==> src/rtl/riscv_str_xform_if.sv <==
// riscv_str_xform_if: EX-stage handshake between the pipeline (master) and the string unit (slave).
interface riscv_str_xform_if #(
    parameter int NBYTES = 4
) ();
    localparam int STR_OP_WIDTH = 3;
    logic                    enable_i;
    logic [STR_OP_WIDTH-1:0] operator_i;
    logic [8*NBYTES-1:0]     operand_i;
    logic                    ex_ready_i;
    logic [8*NBYTES-1:0]     result_o;
    logic                    valid_o;
    logic                    ready_o;
    logic                    busy_o;
    modport master (
        output enable_i, operator_i, operand_i, ex_ready_i,
        input  result_o, valid_o, ready_o, busy_o
    );
    modport slave (
        input  enable_i, operator_i, operand_i, ex_ready_i,
        output result_o, valid_o, ready_o, busy_o
    );
endinterface

==> src/rtl/riscv_str_xform.sv <==
// riscv_str_xform: multi-lane UPPER/LOWER/LEET/ROT13 string unit with an IDLE/STEP/DONE handshake.
// ROT13 is built only when STR_XFORM_ROT13_EN is defined; otherwise it takes the pass-through path.
module riscv_str_xform #(
    parameter int NBYTES     = 4,
    parameter int LEET_STEPS = 3
) (
    input logic               clk,
    input logic               rst_n,
    riscv_str_xform_if.slave  bus
);
    localparam int W = 8 * NBYTES;
    localparam logic [2:0] STR_OP_UPPER = 3'd0;
    localparam logic [2:0] STR_OP_LOWER = 3'd1;
    localparam logic [2:0] STR_OP_LEET  = 3'd2;
    localparam logic [2:0] STR_OP_ROT13 = 3'd3;

    typedef enum logic [1:0] {IDLE, STEP, DONE} state_t;

    state_t         state;
    logic [2:0]     cnt;
    logic [W-1:0]   acc;
    logic [W-1:0]   cap;
    logic [W-1:0]   leeted;
    logic           valid;
    logic           busy;

`ifdef STR_XFORM_ROT13_EN
    function automatic logic [7:0] f_rot(input logic [7:0] b);
        logic lc, uc;
        lc = b >= 8'h61 && b <= 8'h7A;
        uc = b >= 8'h41 && b <= 8'h5A;
        return lc ? (b <= 8'h6D ? b + 8'd13 : b - 8'd13) :
               uc ? (b <= 8'h4D ? b + 8'd13 : b - 8'd13) : b;
    endfunction
`endif

    function automatic logic [7:0] f_xform(input logic [2:0] op, input logic [7:0] b);
`ifdef STR_XFORM_ROT13_EN
        if (op == STR_OP_ROT13) return f_rot(b);
`endif
        return (op == STR_OP_UPPER && b >= 8'h61 && b <= 8'h7A) ? b - 8'h20 :
               (op == STR_OP_LOWER && b >= 8'h41 && b <= 8'h5A) ? b + 8'h20 : b;
    endfunction

    // Pass k maps one letter (either case) to its digit: E3 S5 L1 O0 A4 T7.
    function automatic logic [7:0] f_leet(input logic [7:0] b, input logic [2:0] k);
        logic [7:0] u, d;
        u = k == 3'd0 ? 8'h45 : k == 3'd1 ? 8'h53 : k == 3'd2 ? 8'h4C :
            k == 3'd3 ? 8'h4F : k == 3'd4 ? 8'h41 : 8'h54;
        d = k == 3'd0 ? 8'h33 : k == 3'd1 ? 8'h35 : k == 3'd2 ? 8'h31 :
            k == 3'd3 ? 8'h30 : k == 3'd4 ? 8'h34 : 8'h37;
        return (b == u || b == (u | 8'h20)) ? d : b;
    endfunction

    always_comb begin
        cap    = '0;
        leeted = '0;
        for (int i = 0; i < NBYTES; i++) begin
            cap[8*i+:8]    = f_xform(bus.operator_i, bus.operand_i[8*i+:8]);
            leeted[8*i+:8] = f_leet(acc[8*i+:8], cnt);
        end
    end

    always_ff @(posedge clk or negedge rst_n) begin
        if (!rst_n) begin
            state <= IDLE;
            cnt   <= '0;
            acc   <= '0;
            valid <= 1'b0;
            busy  <= 1'b0;
        end else begin
            case (state)
                IDLE: if (bus.enable_i) begin
                    acc <= cap;
                    cnt <= '0;
                    if (bus.operator_i == STR_OP_LEET) begin
                        state <= STEP;
                        busy  <= 1'b1;
                    end else begin
                        state <= DONE;
                        valid <= 1'b1;
                    end
                end
                STEP: begin
                    acc <= leeted;
                    cnt <= cnt + 3'd1;
                    if (cnt == 3'(LEET_STEPS - 1)) begin
                        state <= DONE;
                        busy  <= 1'b0;
                        valid <= 1'b1;
                    end
                end
                DONE: if (bus.ex_ready_i) begin
                    state <= IDLE;
                    valid <= 1'b0;
                end
                default: state <= IDLE;
            endcase
        end
    end

    assign bus.result_o = acc;
    assign bus.valid_o  = valid;
    assign bus.busy_o   = busy;
    assign bus.ready_o  = (state == IDLE && !bus.enable_i) || state == DONE;
endmodule

==> src/flat_wrapper.sv <==
// flat-port wrapper written by rule: the top's interface ports become plain ports
module riscv_str_xform_flat 
#(
    parameter int NBYTES     = 4,
    parameter int LEET_STEPS = 3
)
  (clk, rst_n, bus_enable_i, bus_operator_i, bus_operand_i, bus_ex_ready_i, bus_result_o, bus_valid_o, bus_ready_o, bus_busy_o);
  riscv_str_xform_if #(.NBYTES(NBYTES)) bus_i ();
  input logic clk;
  input logic rst_n;
  input wire logic [$bits(bus_i.enable_i)-1:0] bus_enable_i;
  input wire logic [$bits(bus_i.operator_i)-1:0] bus_operator_i;
  input wire logic [$bits(bus_i.operand_i)-1:0] bus_operand_i;
  input wire logic [$bits(bus_i.ex_ready_i)-1:0] bus_ex_ready_i;
  output wire logic [$bits(bus_i.result_o)-1:0] bus_result_o;
  output wire logic [$bits(bus_i.valid_o)-1:0] bus_valid_o;
  output wire logic [$bits(bus_i.ready_o)-1:0] bus_ready_o;
  output wire logic [$bits(bus_i.busy_o)-1:0] bus_busy_o;
  assign bus_i.enable_i = bus_enable_i;
  assign bus_i.operator_i = bus_operator_i;
  assign bus_i.operand_i = bus_operand_i;
  assign bus_i.ex_ready_i = bus_ex_ready_i;
  assign bus_result_o = bus_i.result_o;
  assign bus_valid_o = bus_i.valid_o;
  assign bus_ready_o = bus_i.ready_o;
  assign bus_busy_o = bus_i.busy_o;
  riscv_str_xform #(.NBYTES(NBYTES), .LEET_STEPS(LEET_STEPS)) u_core (.clk(clk), .rst_n(rst_n), .bus(bus_i));
endmodule
==> config.mk <==
export PLATFORM = sky130hd
export DESIGN_NAME = riscv_str_xform_flat
export DESIGN_NICKNAME = d
export VERILOG_FILES = /design/src/rtl/riscv_str_xform_if.sv /design/src/rtl/riscv_str_xform.sv /design/src/flat_wrapper.sv
export SDC_FILE = /design/constraint.sdc
export NUM_CORES = 1
export LEC_CHECK = 0
export BUFFER_PORTS_ARGS = -buffer_cell sky130_fd_sc_hd__buf_2
export CORE_MARGIN = 2
export CORE_UTILIZATION = 50
export CTS_BUF_LIST = sky130_fd_sc_hd__clkbuf_16
export CTS_CLUSTER_DIAMETER = 60
export CTS_CLUSTER_SIZE = 12
export DETAILED_ROUTE_END_ITERATION = 12
export PLACE_DENSITY_LB_ADDON = 0.1
export SETUP_SLACK_MARGIN = 0.2
export SKIP_LAST_GASP = 1
export SLEW_MARGIN = 0
export SYNTH_ARGS = -nofsm -noshare
export SYNTH_HDL_FRONTEND = slang
export SYNTH_SLANG_ARGS = --single-unit
==> constraint.sdc <==
create_clock -name clk -period 2.59 [get_ports clk]
set_input_delay 0.1295 -clock clk [delete_from_list [all_inputs] [get_ports clk]]
set_output_delay 0.1295 -clock clk [all_outputs]
set_load 0.05 [all_outputs]
# After elaboration in Yosys (flattened, before gate mapping)
# Index checks and enable logic that the tools add are counted.
# W data, S select, Z words.
# totals
word_cells	134
in_bits	39
reg_bits	39
output_inout_bits	35
# op_classes
n_reduce_logical	36
mux	40
addsub	9
n_eq_ne	25
order_cmp	16
# op_table
cell	n
$mux W8	20
$eq A8 B8 Y1	8
$ge A8 B7 Y1 const B	8
$le A8 B7 Y1 const B	8
$pmux W32 S2	1
$add A8 B6 Y8 const B	4
$mux W32	1
$sub A8 B6 Y8 const B	4
$logic_and A1 B1 Y1	17
$reduce_and A3 Y1	5
$ne A2 B1 Y1 const B	6
$mux W2	5
$eq A3 B2 Y1 const B	3
$mux W1	7
$eq A3 B1 Y1 const B	2
$logic_not A3 Y1	2
$ne A2 B2 Y1 const B	3
$pmux W2 S3	1
$pmux W3 S2	1
$logic_or A1 B1 Y1	5
$mux W5	1
$reduce_and A5 Y1	1
$reduce_and A4 Y1	1
$add A3 B1 Y3 const B	1
11 further kinds	11

# Logic depth before layout (Yosys ltp)
# logic_depth
ltp_word	10
ltp_mapped	13

# Worst setup path after synthesis
# Ideal clock, no wire load.
# synth_path
path_type	register -> register
start	reg u_core.cnt[2]
end	reg u_core.acc[26] (netlist: u_core.bus.result_o[26])
synth_period_minus_slack_ns	2.883
arrival_time_ns	2.757
required_ns	2.464
setup_ns	0.126
path_buffers	5
path_stages_with_launch	14
setup_slack_ns	-0.293
cell_sequence	dfrtp_1 buf_4 buf_6 buf_6 inv_2 ha_1 and2_1 buf_6 nor4_1 a2111oi_0 or4_1 buf_2 and2_4 a221o_1
# synth_via
elab_chain_cells	10
elab_cells_between_ends	21
classes_between	eq/ne: 7; mux: 11; reduce/logical: 3
# synth_lines
item	line	source
start: declaration	riscv_str_xform.sv:20	logic [2:0] cnt;
start signal: assignment	riscv_str_xform.sv:86	cnt <= cnt + 3'd1;
$eq A3 B3 Y1	riscv_str_xform.sv:49	k == 3'd3 ? 8'h4F : k == 3'd4 ? 8'h41 : 8'h54;
$mux W5	riscv_str_xform.sv:49	
$mux W8	riscv_str_xform.sv:49	
$mux W8 (3 in a row)	riscv_str_xform.sv:48	u = k == 3'd0 ? 8'h45 : k == 3'd1 ? 8'h53 : k == 3'd2 ? 8'h4C :
$eq A8 B8 Y1	riscv_str_xform.sv:52	return (b == u || b == (u | 8'h20)) ? d : b;
$logic_or A1 B1 Y1	riscv_str_xform.sv:52	
$ne A2 B1 Y1 (no line)	-	
$reduce_and A3 Y1 (no line)	-	
end signal: assignment	riscv_str_xform.sv:74	acc <= cap;
end signal: assignment	riscv_str_xform.sv:85	acc <= leeted;
end: declaration	riscv_str_xform.sv:21	logic [W-1:0] acc;
# Parallel ways exist; a longest one is shown, timed or not. The select of a mux whose other input is x is not followed.
# A chain may end at the register's enable or synchronous reset.

# Worst setup path in the final report
# layout_path
start	reg u_core.cnt[0]
end	reg u_core.acc[25] (netlist: u_core.bus.result_o[25])
# layout_via
elab_chain_cells	10
elab_cells_between_ends	22
classes_between	eq/ne: 7; mux: 12; reduce/logical: 3
# layout_lines
item	line
$eq A3 B3 Y1	riscv_str_xform.sv:49, riscv_str_xform.sv:51
$mux W5	riscv_str_xform.sv:49
$mux W8	riscv_str_xform.sv:49
$mux W8 (3 in a row)	riscv_str_xform.sv:48
$eq A8 B8 Y1	riscv_str_xform.sv:52
$logic_or A1 B1 Y1	riscv_str_xform.sv:52
$ne A2 B1 Y1 (no line)	-
$reduce_and A3 Y1 (no line)	-
# Parallel ways exist; a longest one is shown, timed or not. The select of a mux whose other input is x is not followed.

==> summary.txt <==
Routing
  • Drt wl/cell: between 15 and 20 um
  • Post-route ant nets: 0
  • Routed via count: between 3000 and 4000
  • DRC Markers: 0
  • Initial DRC count: around 180
  • Routed wire length: slightly above 9000 um
  • Vias per cell: 5.909
  • Pre-antenna DRT Iters: 5

Placed design
  • Port Buffer Count: 73
  • Area post-placement: around 0.0038 mm2
  • RePlAce Congestion: around 0.86
  • Dpl hpwl: 6777 um
  • Placed insts: 531

Logic synthesis
  • Gate Count Post-Synth: 377
  • Syn Nets: around 430
  • Mean Syn Cell Area: about 8.6 um2
  • Post-synth cell types: 73
  • Seq/Total Area, Yosys: 0.3023
  • Synth warnings: 0
  • Synth async-reset ratio: 1.000
  • Post-synthesis instance area: between 0.003 and 0.004 mm2
  • Predominant post-synthesis flop cell: dfrtp_1
  • Post-synth EDFFs: 0
  • FF+latch count, synth: 39

Setup path
  • CP Launch Point: u_core.cnt[0]$_DFFE_PN0P_
  • FF-to-FF setup slack: about 0.21 ns
  • Critical path endpoint category: flop
  • Critical path destination: u_core.bus.result_o[25]$_DFFE_PN0P_
  • Worst Path Max Fanout: 9
  • Critical path arrival: between 2 and 3 ns
  • R2R Path End: u_core.bus.result_o[25]$_DFFE_PN0P_
  • Critical path launch point type: flop
  • Critical path type: reg -> reg
  • CP required: about 2.8 ns
  • Start of the worst register-to-register path: u_core.cnt[0]$_DFFE_PN0P_
  • Worst reg2reg path depth: 8

Run status
  • Status: finished, final reports clean

Final layout
  • Fin cells: about 550
  • Multi-input logic area: approximately 0.0023 mm2
  • N_diodes: 0
  • # fillers: around 540
  • Area delta synth->final: 31.16%
  • Share of cells above drive strength 1: 0.3642
  • Final design utilization: 0.6706
  • Final net count: roughly 530
  • Final instance area: ~0.0042 mm2
  • Register area: approximately 980 um2

STA
  • Slew HR: 0.4224
  • Hold Vio Cnt, Final: 0
  • Crit share post-route: 0.9170
  • Slew Limit Fails: 0
  • RSZ-0062 raised after global routing: yes
  • Worst Skew: 0.004502 ns
  • Fmax: between 400 and 500 MHz
  • Worst Tran Pin Value: around 0.87 ns
  • Final min period: 2.375 ns
  • Endpoints failing setup: 0

Clocking
  • Total clock sinks: 39
  • Htree depth: 2
  • Max Root-Sink Buffers: 2
  • Cell chosen for the clock root: clkbuf_16
  • Clock transition at the registers of the reported paths: ~0.060 ns
  • TritonCTS clock tree: built
  • Num CTS Buffers: 5
  • Clk_lat worst skew: 0.28 ns

Die
  • Core ar.: between 0.006 and 0.007 mm2
  • Die height: 84.35 um
  • Die ar.: 0.007115 mm2
  • Die Wd: 84.35 um
  • Initial core utilization: 0.5113
  • Number of core rows: 29
  • IO Count: between 70 and 80

Run
  • Max-cap viol count: 0

GRT
  • Initial antenna violation count: 0
  • GRT overflow: 0
  • Largest net degree at the start of global routing: 40
  • Total Routing Usage GR: 0.2536
  • First-pass GRT wire length: 14550 um
  • Vias in the first global route: 3006

Power
  • Static Leak: 1.892 nW
  • Peak VDD IR: 0.7525 mV
  • PD cells: around 1200 mW/mm2

Worst hold path
  • Hold Path Class: in -> reg
sequential cells by signal, summed over array words and instances, names as in the netlist:
register / flops
u_core.bus.valid_o: 1
u_core.bus.busy_o: 1
u_core.state: 2
u_core.cnt: 3
u_core.bus.result_o: 32
what timing repair did:
action,in CTS,in global routing
gates resized for setup,15,35
endpoints found under the hold margin,5,0
gates cloned,0,1
endpoints found under the setup margin,23,25
pin swaps,3,7
hold buffers,1,0
setup buffers,4,7
report_power, final:
group	switching, mW	internal, mW
Clock	0.238	0.351
Combinational	1.92	1.13
Sequential	0.376	0.882
how the worst min path moves through the flow:
stage	start	to	slack (ns)	cells after the start
6_report	bus_operand_i[3]	u_core.bus.result_o[3]$_DFFE_PN0P_	0.08	3
5_1_grt	bus_operand_i[27]	u_core.bus.result_o[27]$_DFFE_PN0P_	0.1	3
4_1_cts	bus_operand_i[27]	u_core.bus.result_o[27]$_DFFE_PN0P_	0.08	3
3_5_place_dp	rst_n	u_core.bus.valid_o$_DFFE_PN0P_	0.30	1
3_3_place_gp	rst_n	u_core.bus.result_o[15]$_DFFE_PN0P_	0.29	1
2_1_floorplan	rst_n	u_core.bus.busy_o$_DFFE_PN0P_	-0.17	0
cell families after synthesis:
kind of cell,after synthesis,synth area share
simple gates,149,0.2570
compound gates,112,0.2519
buf+inv,46,0.07597
flops,39,0.3023
fa+ha+maj,18,0.06977
mux,11,0.03759
xor+xnor,2,0.005427
through the flow:
step	total power [mW]	setup WS, ns	setup TNS, ns	hold WS [ns]
global route	5.188	0.1420	0	0.09529
finish	4.898	0.2150	0	0.08042
CTS	4.662	0.2014	0	0.07522
floorplan	3.245	-0.08960	-0.2892	-0.1661
global placement	3.928	0.09929	0	0.2887
detailed placement	3.958	0.06068	0	0.2964
layer usage:
| metal | vias up | wire, um | track usage | part of all wire |
|---|---|---|---|---|
| li1 | 1587 | - | - | - |
| met2 | 102 | 4398 | 0.4358 | 0.48 |
| met1 | 1560 | 4053 | 0.3325 | 0.45 |
| met4 | 0 | 101 | 0.06061 | 0.011 |
| met3 | 13 | 524 | 0.04720 | 0.058 |
| met5 | - | 0 | 0 | 0 |
layout make-up:
cell class	count	area share
clock inverters	3	0.003842
well taps	77	0.02275
multi-input cells	292	0.5349
flip-flops and latches	39	0.2311
clock buffers	5	0.02955
inverters	27	0.02453
repair buffers	109	0.1534
critical path, stage by stage, from the launching register on:
cell	delay (ns)
dfrtp_2	0.45
ha_4	0.20
ha_4	0.19
nor3b_2	0.20
a221o_1	0.19
a311oi_2	0.05
or4_4	0.51
and2_4	0.19
a221o_1	0.28
Yosys cell counts, types with 4 or more instances:
library cell | n | area share
buf_4 | 4 | 0.0093
nor4_1 | 6 | 0.012
nand3_1 | 13 | 0.020
ha_1 | 18 | 0.070
a21oi_1 | 19 | 0.029
inv_1 | 26 | 0.030
nand2_1 | 40 | 0.047
nor2_1 | 28 | 0.033
nand2b_1 | 10 | 0.019
clkbuf_1 | 5 | 0.0058
nor3_1 | 10 | 0.016
o21ai_0 | 22 | 0.034
a31oi_1 | 5 | 0.0097
buf_6 | 6 | 0.021
a221o_1 | 8 | 0.025
nor3b_1 | 5 | 0.012
dfrtp_1 | 39 | 0.30
o21ai_1 | 9 | 0.014
mux2i_1 | 4 | 0.012
nor4b_1 | 7 | 0.019
layout by cell type (no fill, tap or decap), types with 3 or more instances in the layout:
cell type  instances
and2_4             3
nor3_1            10
a21oi_1           18
buf_4             32
nor3b_2            4
nor4b_2            3
o21ai_1            9
nor2_1            28
a31oi_1            5
nand2b_1           9
nor4_1             4
o31ai_1            3
inv_2              4
nand2_1           40
clkbuf_16          5
a221o_1            8
a31o_1             3
dfrtp_1           37
nor4b_1            4
nand3_1           10
a221oi_1           3
mux2_4             4
a211oi_1           3
ha_4               6
o211ai_1           3
o21ai_0           21
buf_6              3
inv_1             23
mux2i_1            4
ha_1              11
buf_2             73
Power figures use the tool's default switching activity.
